### src/rtl/rank_filter_pkg.sv
// rank_filter_pkg: shared encodings and defaults for the 3x3 rank filter
package rank_filter_pkg;
  localparam int PIX_W_DEF = 5;
  typedef enum logic [1:0] {MODE_MEDIAN, MODE_MIN, MODE_MAX, MODE_CENTRE} mode_e;
  typedef enum logic [1:0] {IDLE, FILL, RUN} state_e;
endpackage

### src/rtl/rank_filter_sort3.sv
// rank_filter_sort3: orders three unsigned values into hi/md/lo
module rank_filter_sort3 #(
  parameter int W = 5
) (
  input  logic [W-1:0] a,
  input  logic [W-1:0] b,
  input  logic [W-1:0] c,
  output logic [W-1:0] hi,
  output logic [W-1:0] md,
  output logic [W-1:0] lo
);
  logic [W-1:0] ab_hi, ab_lo;
  // order the first pair, then place the third value around it
  always_comb begin
    ab_hi = a > b ? a : b;
    ab_lo = a > b ? b : a;
    hi = ab_hi > c ? ab_hi : c;
    lo = ab_lo < c ? ab_lo : c;
    md = c > ab_hi ? ab_hi : c < ab_lo ? ab_lo : c;
  end
endmodule

### src/rtl/rank_filter_3x3.sv
// rank_filter_3x3: streaming 3x3 median/min/max/centre filter with line framing
module rank_filter_3x3
  import rank_filter_pkg::*;
#(
  parameter int PIX_W = PIX_W_DEF
) (
  input  logic               clk,
  input  logic               reset,
  input  logic               in_valid,
  input  logic               in_last,
  input  logic [3*PIX_W-1:0] col_in,
  input  logic [1:0]         mode,
  output logic               out_valid,
  output logic [PIX_W-1:0]   pixel_out,
  output logic               done,
  output logic               busy
);
  state_e             state;
  logic               two;
  logic [3*PIX_W-1:0] win [3];
  logic               win_v, win_last;
  mode_e              win_mode;
  logic [PIX_W-1:0]   hi [3], md [3], lo [3];
  logic [PIX_W-1:0]   s1_hi [3], s1_md [3], s1_lo [3];
  logic [PIX_W-1:0]   s1_ctr, med, res;
  logic               s1_v, s1_last;
  mode_e              s1_mode;

  function automatic logic [PIX_W-1:0] mx(input logic [PIX_W-1:0] a, input logic [PIX_W-1:0] b);
    return a > b ? a : b;
  endfunction

  function automatic logic [PIX_W-1:0] mn(input logic [PIX_W-1:0] a, input logic [PIX_W-1:0] b);
    return a > b ? b : a;
  endfunction

  function automatic logic [PIX_W-1:0] med3(input logic [PIX_W-1:0] a, input logic [PIX_W-1:0] b, input logic [PIX_W-1:0] c);
    return mx(mn(a, b), mn(mx(a, b), c));
  endfunction

  // window shift and fill tracking; a window is valid once three columns of the current line are held
  always_ff @(posedge clk or posedge reset)
    if (reset) begin
      state <= IDLE;
      two <= 1'b0;
      win <= '{default: '0};
      win_v <= 1'b0;
      win_last <= 1'b0;
      win_mode <= MODE_MEDIAN;
    end else begin
      win_v <= in_valid && (state == RUN || (state == FILL && two));
      win_last <= in_valid && in_last;
      if (in_valid) begin
        win <= '{win[1], win[2], col_in};
        win_mode <= mode_e'(mode);
        two <= state == FILL;
        state <= in_last ? IDLE : state == IDLE ? FILL : (state == FILL && !two) ? FILL : RUN;
      end
    end

  for (genvar i = 0; i < 3; i++) begin : g_col
    rank_filter_sort3 #(.W(PIX_W)) u_sort (
      .a (win[i][PIX_W-1:0]),
      .b (win[i][2*PIX_W-1:PIX_W]),
      .c (win[i][3*PIX_W-1:2*PIX_W]),
      .hi(hi[i]),
      .md(md[i]),
      .lo(lo[i])
    );
  end

  // register the per-column sort along with the centre pixel and framing
  always_ff @(posedge clk or posedge reset)
    if (reset) begin
      s1_hi <= '{default: '0};
      s1_md <= '{default: '0};
      s1_lo <= '{default: '0};
      s1_ctr <= '0;
      s1_v <= 1'b0;
      s1_last <= 1'b0;
      s1_mode <= MODE_MEDIAN;
    end else begin
      s1_hi <= hi;
      s1_md <= md;
      s1_lo <= lo;
      s1_ctr <= win[1][2*PIX_W-1:PIX_W];
      s1_v <= win_v;
      s1_last <= win_last;
      s1_mode <= win_mode;
    end

  assign med = med3(mn(mn(s1_hi[0], s1_hi[1]), s1_hi[2]), med3(s1_md[0], s1_md[1], s1_md[2]),
                    mx(mx(s1_lo[0], s1_lo[1]), s1_lo[2]));

  // pick the requested rank statistic
  always_comb
    res = s1_mode == MODE_MEDIAN ? med :
          s1_mode == MODE_MIN    ? mn(mn(s1_lo[0], s1_lo[1]), s1_lo[2]) :
          s1_mode == MODE_MAX    ? mx(mx(s1_hi[0], s1_hi[1]), s1_hi[2]) : s1_ctr;

  // output register; the pixel holds between results
  always_ff @(posedge clk or posedge reset)
    if (reset) begin
      out_valid <= 1'b0;
      pixel_out <= '0;
      done <= 1'b0;
    end else begin
      out_valid <= s1_v;
      done <= s1_last;
      if (s1_v) pixel_out <= res;
    end

  assign busy = state != IDLE || win_v || win_last || s1_v || s1_last || done;
endmodule

### config.mk
export PLATFORM = sky130hd
export DESIGN_NAME = rank_filter_3x3
export DESIGN_NICKNAME = d
export VERILOG_FILES = /design/src/rtl/rank_filter_pkg.sv /design/src/rtl/rank_filter_sort3.sv /design/src/rtl/rank_filter_3x3.sv
export SDC_FILE = /design/constraint.sdc
export NUM_CORES = 1
export LEC_CHECK = 0
export BUFFER_PORTS_ARGS = -buffer_cell sky130_fd_sc_hd__buf_2
export CAP_MARGIN = 10
export CORE_MARGIN = 2
export CORE_UTILIZATION = 30
export CTS_BUF_LIST = sky130_fd_sc_hd__clkbuf_4 sky130_fd_sc_hd__clkbuf_8 sky130_fd_sc_hd__clkbuf_16
export DETAILED_ROUTE_END_ITERATION = 12
export PLACE_DENSITY = 0.45
export SLEW_MARGIN = 20
export SYNTH_ARGS = -nofsm -noshare
export SYNTH_HDL_FRONTEND = slang
export SYNTH_SLANG_ARGS = --single-unit
### constraint.sdc
create_clock -name clk -period 11.3 [get_ports clk]
set_input_delay 1.13 -clock clk [delete_from_list [all_inputs] [get_ports clk]]
set_output_delay 1.13 -clock clk [all_outputs]
set_load 0.05 [all_outputs]
Word-level counts from Yosys, hierarchy flattened
Cells that the tools add are included.
{"block": "word_totals", "register_bits": 113, "elab_cells": 109}
{"block": "op_classes", "n_lt_le_gt_ge": 27, "n_eq_ne": 4, "mux": 40, "reduce_logical": 14}
{"operator": "two-way mux 5 bit", "n": 37}
{"operator": "greater-than comparator 5 bit", "n": 21}
{"operator": "< comparator 5 bit", "n": 6}
{"operator": "logical OR 1 bit", "n": 6}
{"operator": "two-way mux 2 bit", "n": 3}
{"operator": "equality test 2 x 1 -> 1 bit (second input constant)", "n": 2}
{"operator": "equality test 2 bit (second input constant)", "n": 2}
{"operator": "logical AND 1 bit", "n": 4}
{"operator": "zero test 2 bit", "n": 2}
{"operator": "nonzero test 2 bit", "n": 1}
{"operator": "zero test 1 bit", "n": 1}

Depth between registers and ports, before layout
Gate-level depths: netlist of the first run.
{"block": "logic_depth", "ltp_word": 13, "ltp_mapped": 50}

By module
Synthesis of the first run repeated with hierarchy kept, for this count alone.
{"block": "hier_totals", "cells_unflattened": 829, "area_unflattened_um2": 8295.5}
{"module": "rank_filter_3x3", "instances": 1, "cells_each": 540, "area_each_um2": 6112.1}
{"module": "rank_filter_sort3 (g_col[1].u_sort ...)", "instances": 2, "cells_each": 94, "area_each_um2": 734.5}
{"module": "rank_filter_sort3 (g_col[0].u_sort)", "instances": 1, "cells_each": 101, "area_each_um2": 714.4}

Worst setup path before layout of the first run
No wires, ideal clock.
{"block": "synth_path", "path_type": "register -> register", "startpoint": "register s1_md[8] in the netlist's numbering", "endpoint": "register pixel_out[0]", "setup_time_ns": 0.134, "arrival_time_ns": 8.942, "required_ns": 11.166, "setup_slack_ns": 2.224, "stages_incl_launch_ff": 46, "synth_period_minus_slack_ns": 9.076, "cell_sequence": "dfrtp_1 > inv_1 > ha_1 > and4b_1 > a2111oi_2 > nor3_2 > clkbuf_1 > o21ai_0 > ha_1 > and3_1 > and3_1 > a31o_2 > clkbuf_2 > mux2i_1 > ha_1 > and3_1 > o21ai_1 > and3_1 > [... 10 more ...] > o21ai_0 > ha_1 > nor2b_1 > o21ai_0 > nand2b_1 > a221o_1 > nand2_1 > nand2b_1 > o221ai_1 > ha_1 > nor2b_1 > o31ai_1 > a21oi_1 > nor3b_1 > nand2_1 > inv_1 > a2111oi_4 > o22ai_1"}
{"block": "synth_between", "elab_chain_len": 13, "word_cells_on_any_way": 15, "classes_between": "6 x order compare; 9 x mux"}
{"item": "start: declaration", "line": "rank_filter_3x3.sv:24", "source": "logic [PIX_W-1:0] s1_hi [3], s1_md [3], s1_lo [3];"}
{"item": "start signal: assignment", "line": "rank_filter_3x3.sv:84", "source": "s1_md <= md;"}
{"item": "greater-than comparator 5 bit", "line": "rank_filter_3x3.sv:30, rank_filter_3x3.sv:34"}
{"item": "two-way mux 5 bit", "line": "rank_filter_3x3.sv:30", "source": "return a > b ? a : b;"}
{"item": "greater-than comparator 5 bit", "line": "rank_filter_3x3.sv:34", "source": "return a > b ? b : a;"}
{"item": "two-way mux 5 bit", "line": "rank_filter_3x3.sv:34"}
{"item": "greater-than comparator 5 bit", "line": "rank_filter_3x3.sv:30"}
{"item": "two-way mux 5 bit (*)", "line": "rank_filter_3x3.sv:30"}
{"item": "greater-than comparator 5 bit", "line": "rank_filter_3x3.sv:30, rank_filter_3x3.sv:34"}
{"item": "two-way mux 5 bit", "line": "rank_filter_3x3.sv:30"}
{"item": "greater-than comparator 5 bit", "line": "rank_filter_3x3.sv:34"}
{"item": "two-way mux 5 bit", "line": "rank_filter_3x3.sv:34"}
{"item": "greater-than comparator 5 bit", "line": "rank_filter_3x3.sv:30"}
{"item": "two-way mux 5 bit (*)", "line": "rank_filter_3x3.sv:30"}
{"item": "two-way mux 5 bit (*)", "line": "rank_filter_3x3.sv:97", "source": "res = s1_mode == MODE_MEDIAN ? med :"}
{"item": "end signal: assignment", "line": "rank_filter_3x3.sv:110", "source": "if (s1_v) pixel_out <= res;"}
{"item": "end: declaration", "line": "rank_filter_3x3.sv:14", "source": "output logic [PIX_W-1:0] pixel_out,"}
Every way passes the cells marked *; elsewhere a longest branch is shown, timed or not.
A chain may end at the register's enable or synchronous reset.

Worst setup path after layout of the first run
{"block": "layout_path", "startpoint": "register s1_md[7] in the netlist's numbering", "endpoint": "register pixel_out[0]"}
The elaborated chain is that of the path after synthesis.

==> results.yml, run 1 <==
place:
  place_congestion: 0.862
  placed_area_um2: 8660
  dp_hpwl_mm: 17.5
  port_buffers: 28
  place_ws_ns: 1.41
critical_path:
  critPathSlowestCell: "nor3_2"
  crit_type: "register to register"
  critical_path.startpoint_type: "register"
  cp_slowest_stage_delay_ns: 0.82
  path_common_cell: "ha_1"
  cp-end-kind: "register"
  worstPathRequired_ns: 11.59
  crit_fanout: 18
  worstPathArrival_ns: 10.31
cells_and_area:
  layout.nets: 1055
  synthToLayoutAreaGrowth_pct: 13.7
  fin_area_um2: 9280
  diodes: 0
  final_cell_mix: "113 x dfrtp_1, 105 x ha_1, 95 x nand2_1"
  fin_util_pct: 34.6
  final_common_cell: "dfrtp_1"
  drive_gt1_share_pct: 15.0
sta:
  fmax_ghz: 0.0997
  setup_ws_ns: 1.27
  skew_ns: 0.0116
  worstMarginPinSlew_ns: 1.01
  finalCritPeriodShare_pct: 88.7
  finalSetupViolations: 0
  rsz0062_at_grt: "no"
  relSlewSlack_pct: 32.0
  maxSlewViolCount: 0
  report.final.hold_viol_count: 0
  fin_crit_ns: 10.03
  fin_setup_tns_ns: 0
logic_synthesis:
  ys_warn_count: 0
  synth_compound_area_share_pct: 17.3
  synth-xor-area-share_pct: 0
  synth_top_family_by_area: "compound AO/OA/AOI/OAI gates"
  synth.mux.area_fraction_pct: 12.3
  syn_area_per_cell_um2: 9.05
  ys_seq_elements: 113
  synth_edf_count: 0
  synth_cell_type_count: 56
  synth_async_sr_flop_share_pct: 100
  synthSimpleGateAreaFrac_pct: 14.5
  yosysSeqAreaShare_pct: 34.6
  synth_nets: 1028
  synth_area_um2: 8160
  synth-main-ff-cell: "dfrtp_1"
  synthAdderAreaFrac_pct: 16.1
  syn_inst: 902
detailed_routing:
  antenna_left: 0
  viasPerCell: 4.99
  drc: 0
  first_iter_violations: 363
  finalWirelength_mm: 22.3
  wire_per_inst_um: 17.4
  via_count: 6408
  first_pass_iters: 5
global_routing:
  grt_overflow_total: 0
  grt_start_max_net_pins: 64
  grt_pass1_vias: 6334
  antenna_found_initial: 1
  grt_pass1_wl_mm: 35.9
  grt_use_total_pct: 16.4
die:
  std_cell_rows: 60
  coreArea_um2: 26800
  die_w_um: 169
  die_h_um: 169
  io_pins: 29
  start_util_pct: 30.5
  die_area_um2: 28500
clock_tree:
  cts_setup_buffers: 0
  cts.sinks: 113
  cts_resized: 0
  cts_tree: "yes"
  cts_buffers: 17
  clkTransAtPathRegs_ns: 0.06
  clk_latency_ns: 0.42
  clock_path_buffers: 2
  cts_root_buf: "clkbuf_16"
  htreeDepth: 4
  cts_hold_buf: 0
status:
  status: "finished, final reports clean"
job:
  cap_violations: 0
worst_hold_path:
  hold_path_class: "register to register"
-- layout make-up --
class | count | area [um^2]
clock buffer | 23 | 489
sequential | 113 | 2830
timing repair buffer | 32 | 170
fill | 2739 | 17500
tap | 341 | 427
inverter | 86 | 325
multi-input combinational | 679 | 4910
clock inverter | 9 | 130
-- through the flow --
stage	hold WS, ns	cells
5_1_grt	0.383	1283
3_5_place_dp	0.361	1251
6_report	0.373	1283
4_1_cts	0.375	1283
3_3_place_gp	0.361	1251
2_1_floorplan	0.350	902
-- worst paths after layout --
| path | cells after the start | startpoint | slack [ns] | end |
|---|---|---|---|---|
| min | 0 | win_mode[1] | 0.37 | s1_mode[1] |
| min reg2reg | 0 | win_mode[1] | 0.37 | s1_mode[1] |
| max reg2reg | 41 | s1_md[7] | 1.27 | pixel_out[0] |
| max in group asynchronous | 3 | reset | 9.25 | s1_lo[5] |
| max | 41 | s1_md[7] | 1.27 | pixel_out[0] |
| min in group asynchronous | 2 | reset | 0.79 | win[11] |
-- cell usage after synthesis (2+ instances only) --
master      n  area, um^2
a21boi_0    2        15.0
nand2_1    95         357
a221oi_1    4        35.0
o41ai_1     2        17.5
buf_1       3        11.3
o21a_1     19         143
mux2_2     57         642
nand2b_1   10        62.6
and4_1      2        17.5
or3_1       5        31.3
clkbuf_1   15        56.3
a21oi_1    49         245
a22oi_1     2        15.0
o31ai_1     5        37.5
a21oi_2     2        17.5
a21o_1      6        45.0
o221ai_1    4        35.0
inv_1      86         323
mux2i_1    36         360
o21ai_0    82         410
a31o_2      2        17.5
nor2_1     68         255
nor2b_1    18         113
dfrtp_1   113        2830
a31oi_1     6        37.5
ha_1      105        1310
nor3_1      6        30.0
and3_1     11        68.8
o22ai_1    17         106
and2_1      4        25.0
o21ai_1     4        20.0
buf_2       4        20.0
nand3_1    30         150
o221a_2     6        67.6
-- layer usage --
metal | wire length, um | vias to the layer above | GRT usage, %
met4 | 437 | 0 | 5.51
met2 | 10200 | 108 | 26.1
li1 | - | 3278 | -
met1 | 11100 | 2996 | 22.7
met3 | 579 | 26 | 2.55
met5 | 0 | - | 0
-- state kept, by name (all words and copies together) (netlist names), 2 cells and up --
name	flops
pixel_out	5
s1_ctr	5
s1_hi	15
s1_lo	15
s1_md	15
s1_mode	2
state	2
win	45
win_mode	2
-- worst max-delay path, delay by kind of cell, from the launching register on --
family | cells | cell delay, ns
DFF | 1 | 0.37
buffers and inverters | 3 | 0.26
and+or+nand+nor | 13 | 2.64
AOI/OAI and AO/OA | 17 | 4.23
adders and majority gates | 6 | 1.81
muxes | 2 | 0.57
-- logic make-up after synthesis --
kind of cell	Yosys count
AO/OA/AOI/OAI	223
adder cells (fa/ha/maj)	105
buffers and inverters	110
flip-flops	113
multiplexers	93
AND/OR/NAND/NOR	258
Power of run 1 is not shown: default switching activity piles up to over one toggle a cycle in this logic, so the estimate is an artifact.
==> run 2: changes to the inputs <==
- CORE_MARGIN: 2 -> not set
- MAX_ROUTING_LAYER: not set -> met4
- SLEW_MARGIN: 20 -> 0
==> run 2 against run 1 <==
  * Wire length rose by 0.47%
  * Via count increased by 0.72%
  * Core utilization decreased by 0.079 points
  * Largest cell class unchanged
  * Critical path depth stayed put
  * Cell area decreased by 0.23%
  * Cell count is the same
  * Worst setup slack better by 0.034 ns
  * Sequential cell count unchanged
  * Fmax is 0.34% higher
  * Clock-buffer cell count shrank 6
  * First-iteration DRC count up 13%
==> results.yml, run 2 (synthesis results as in run 1) <==
status:
  status: "finished, final reports clean"
critical_path:
  critPathSlowestCell: "nor3_2"
  cp_slowest_stage_delay_ns: 0.80
  r2r_end: "pixel_out[2]"
  worstPathArrival_ns: 10.33
  crit_type: "register to register"
  ff2ff_path_depth: 41
  cp-end-kind: "register"
  critical_path.startpoint_type: "register"
  path_common_cell: "ha_1"
  crit_fanout: 18
  crit-reg2reg-launch: "s1_md[8]"
  rrSetupSlack_ns: 1.31
  worstPathRequired_ns: 11.64
die:
  coreArea_um2: 26800
  start_util_pct: 30.5
  io_pins: 29
  std_cell_rows: 60
  die_w_um: 167
  die_h_um: 167
  die_area_um2: 27900
sta:
  rsz0062_at_grt: "no"
  finalSetupViolations: 0
  fin_setup_tns_ns: 0
  worstMarginPinSlew_ns: 1.08
  report.final.hold_viol_count: 0
  fmax_ghz: 0.100
  finalCritPeriodShare_pct: 88.4
  maxSlewViolCount: 0
  fin_crit_ns: 9.99
  relSlewSlack_pct: 27.0
  skew_ns: 0.00967
global_routing:
  grt_start_max_net_pins: 64
  grt_pass1_vias: 6516
  antenna_found_initial: 0
  grt_pass1_wl_mm: 36.3
  grt_overflow_total: 0
  grt_use_total_pct: 17.4
cells_and_area:
  layout.nets: 1055
  diodes: 0
  synthToLayoutAreaGrowth_pct: 13.4
  largest_register_ff_count: 45
  drive_gt1_share_pct: 15.0
  final_common_cell: "dfrtp_1"
  regMostFlops: "win"
  final_cell_mix: "113 x dfrtp_1, 105 x ha_1, 95 x nand2_1"
place:
  port_buffers: 28
  place_congestion: 0.904
  dp_hpwl_mm: 17.5
clock_tree:
  cts.sinks: 113
  cts_buffers: 17
  clock_path_buffers: 2
  clkTransAtPathRegs_ns: 0.06
  cts_tree: "yes"
  cts_setup_buffers: 0
  cts_root_buf: "clkbuf_16"
  clk_latency_ns: 0.42
  htreeDepth: 4
  cts_resized: 0
  cts_hold_buf: 0
detailed_routing:
  drc: 0
  highest_layer: "met4"
  first_iter_violations: 412
  first_pass_iters: 4
  antenna_left: 0
  drt-met1-wl_mm: 11.0
  viasPerCell: 5.03
  finalWirelength_mm: 22.4
  wl_met3_um: 580
  wire_per_inst_um: 17.4
  via_count: 6454
  wl_met2_mm: 10.5
worst_hold_path:
  whs_endpoint: "s1_mode[1]"
  min_path_cells: 0
  hold_path_class: "register to register"
  worst_hold_startpoint: "win_mode[1]"
job:
  cap_violations: 0
==> run 2: cell count changes in the layout (fill, tap and decap cells not counted) <==
cell / before / now
bufinv_16: 3 / 2
clkinvlp_4: 1 / 2
clkbuf_4: 3 / 0
inv_8: 0 / 2
clkbuf_8: 3 / 0
inv_6: 0 / 6
o21ai_1: 5 / 4
clkinv_2: 3 / 1
o21ai_0: 81 / 82
==> run 2: area by class of cell <==
cell class | instances | area (um^2)
Sequential cell | 113 | 2830
Clock inverter | 15 | 173
Inverter | 86 | 325
Fill cell | 2740 | 17500
Multi-Input combinational cell | 679 | 4910
Clock buffer | 17 | 425
Timing Repair Buffer | 32 | 170
Tap cell | 341 | 427
==> run 2: worst max-delay path by stage <==
stage / start / end / slack, ns / cells after the start
2_1_floorplan: s1_md[8] / pixel_out[0] / 2.22 / 45
3_3_place_gp: s1_md[13] / pixel_out[0] / 1.51 / 40
3_5_place_dp: s1_md[13] / pixel_out[0] / 1.35 / 40
4_1_cts: s1_md[13] / pixel_out[2] / 1.33 / 40
5_1_grt: s1_md[8] / pixel_out[0] / 0.37 / 42
6_report: s1_md[8] / pixel_out[2] / 1.31 / 41
==> run 2: metal layers <==
| layer | global-route usage [%] | up-vias |
|---|---|---|
| li1 | - | 3260 |
| met1 | 22.9 | 3073 |
| met2 | 27.5 | 93 |
| met3 | 2.92 | 28 |
| met4 | 5.19 | 0 |
| met5 | - | - |
==> run 2: worst max-delay path, delay by kind of cell, from the launching register on <==
kind,cells,cell delay (ns)
AOI/OAI and AO/OA,16,3.99
and+or+nand+nor,14,2.94
adders and majority gates,6,1.77
muxes,2,0.56
DFF,1,0.36
buffers and inverters,3,0.24
==> run 2: through the flow <==
step	utilization (%)	hold slack, ns	area, um^2	instances	worst slack, ns
final	34.5	0.373	9260	1283	1.31
after global routing	34.5	0.397	9260	1283	0.368
after CTS	34.5	0.380	9260	1283	1.33
after detailed placement	32.3	0.364	8660	1251	1.35
after global placement	32.3	0.363	8660	1251	1.51
after floorplan	-	0.350	8160	902	2.22
Power of run 2 is left out for the same reason.
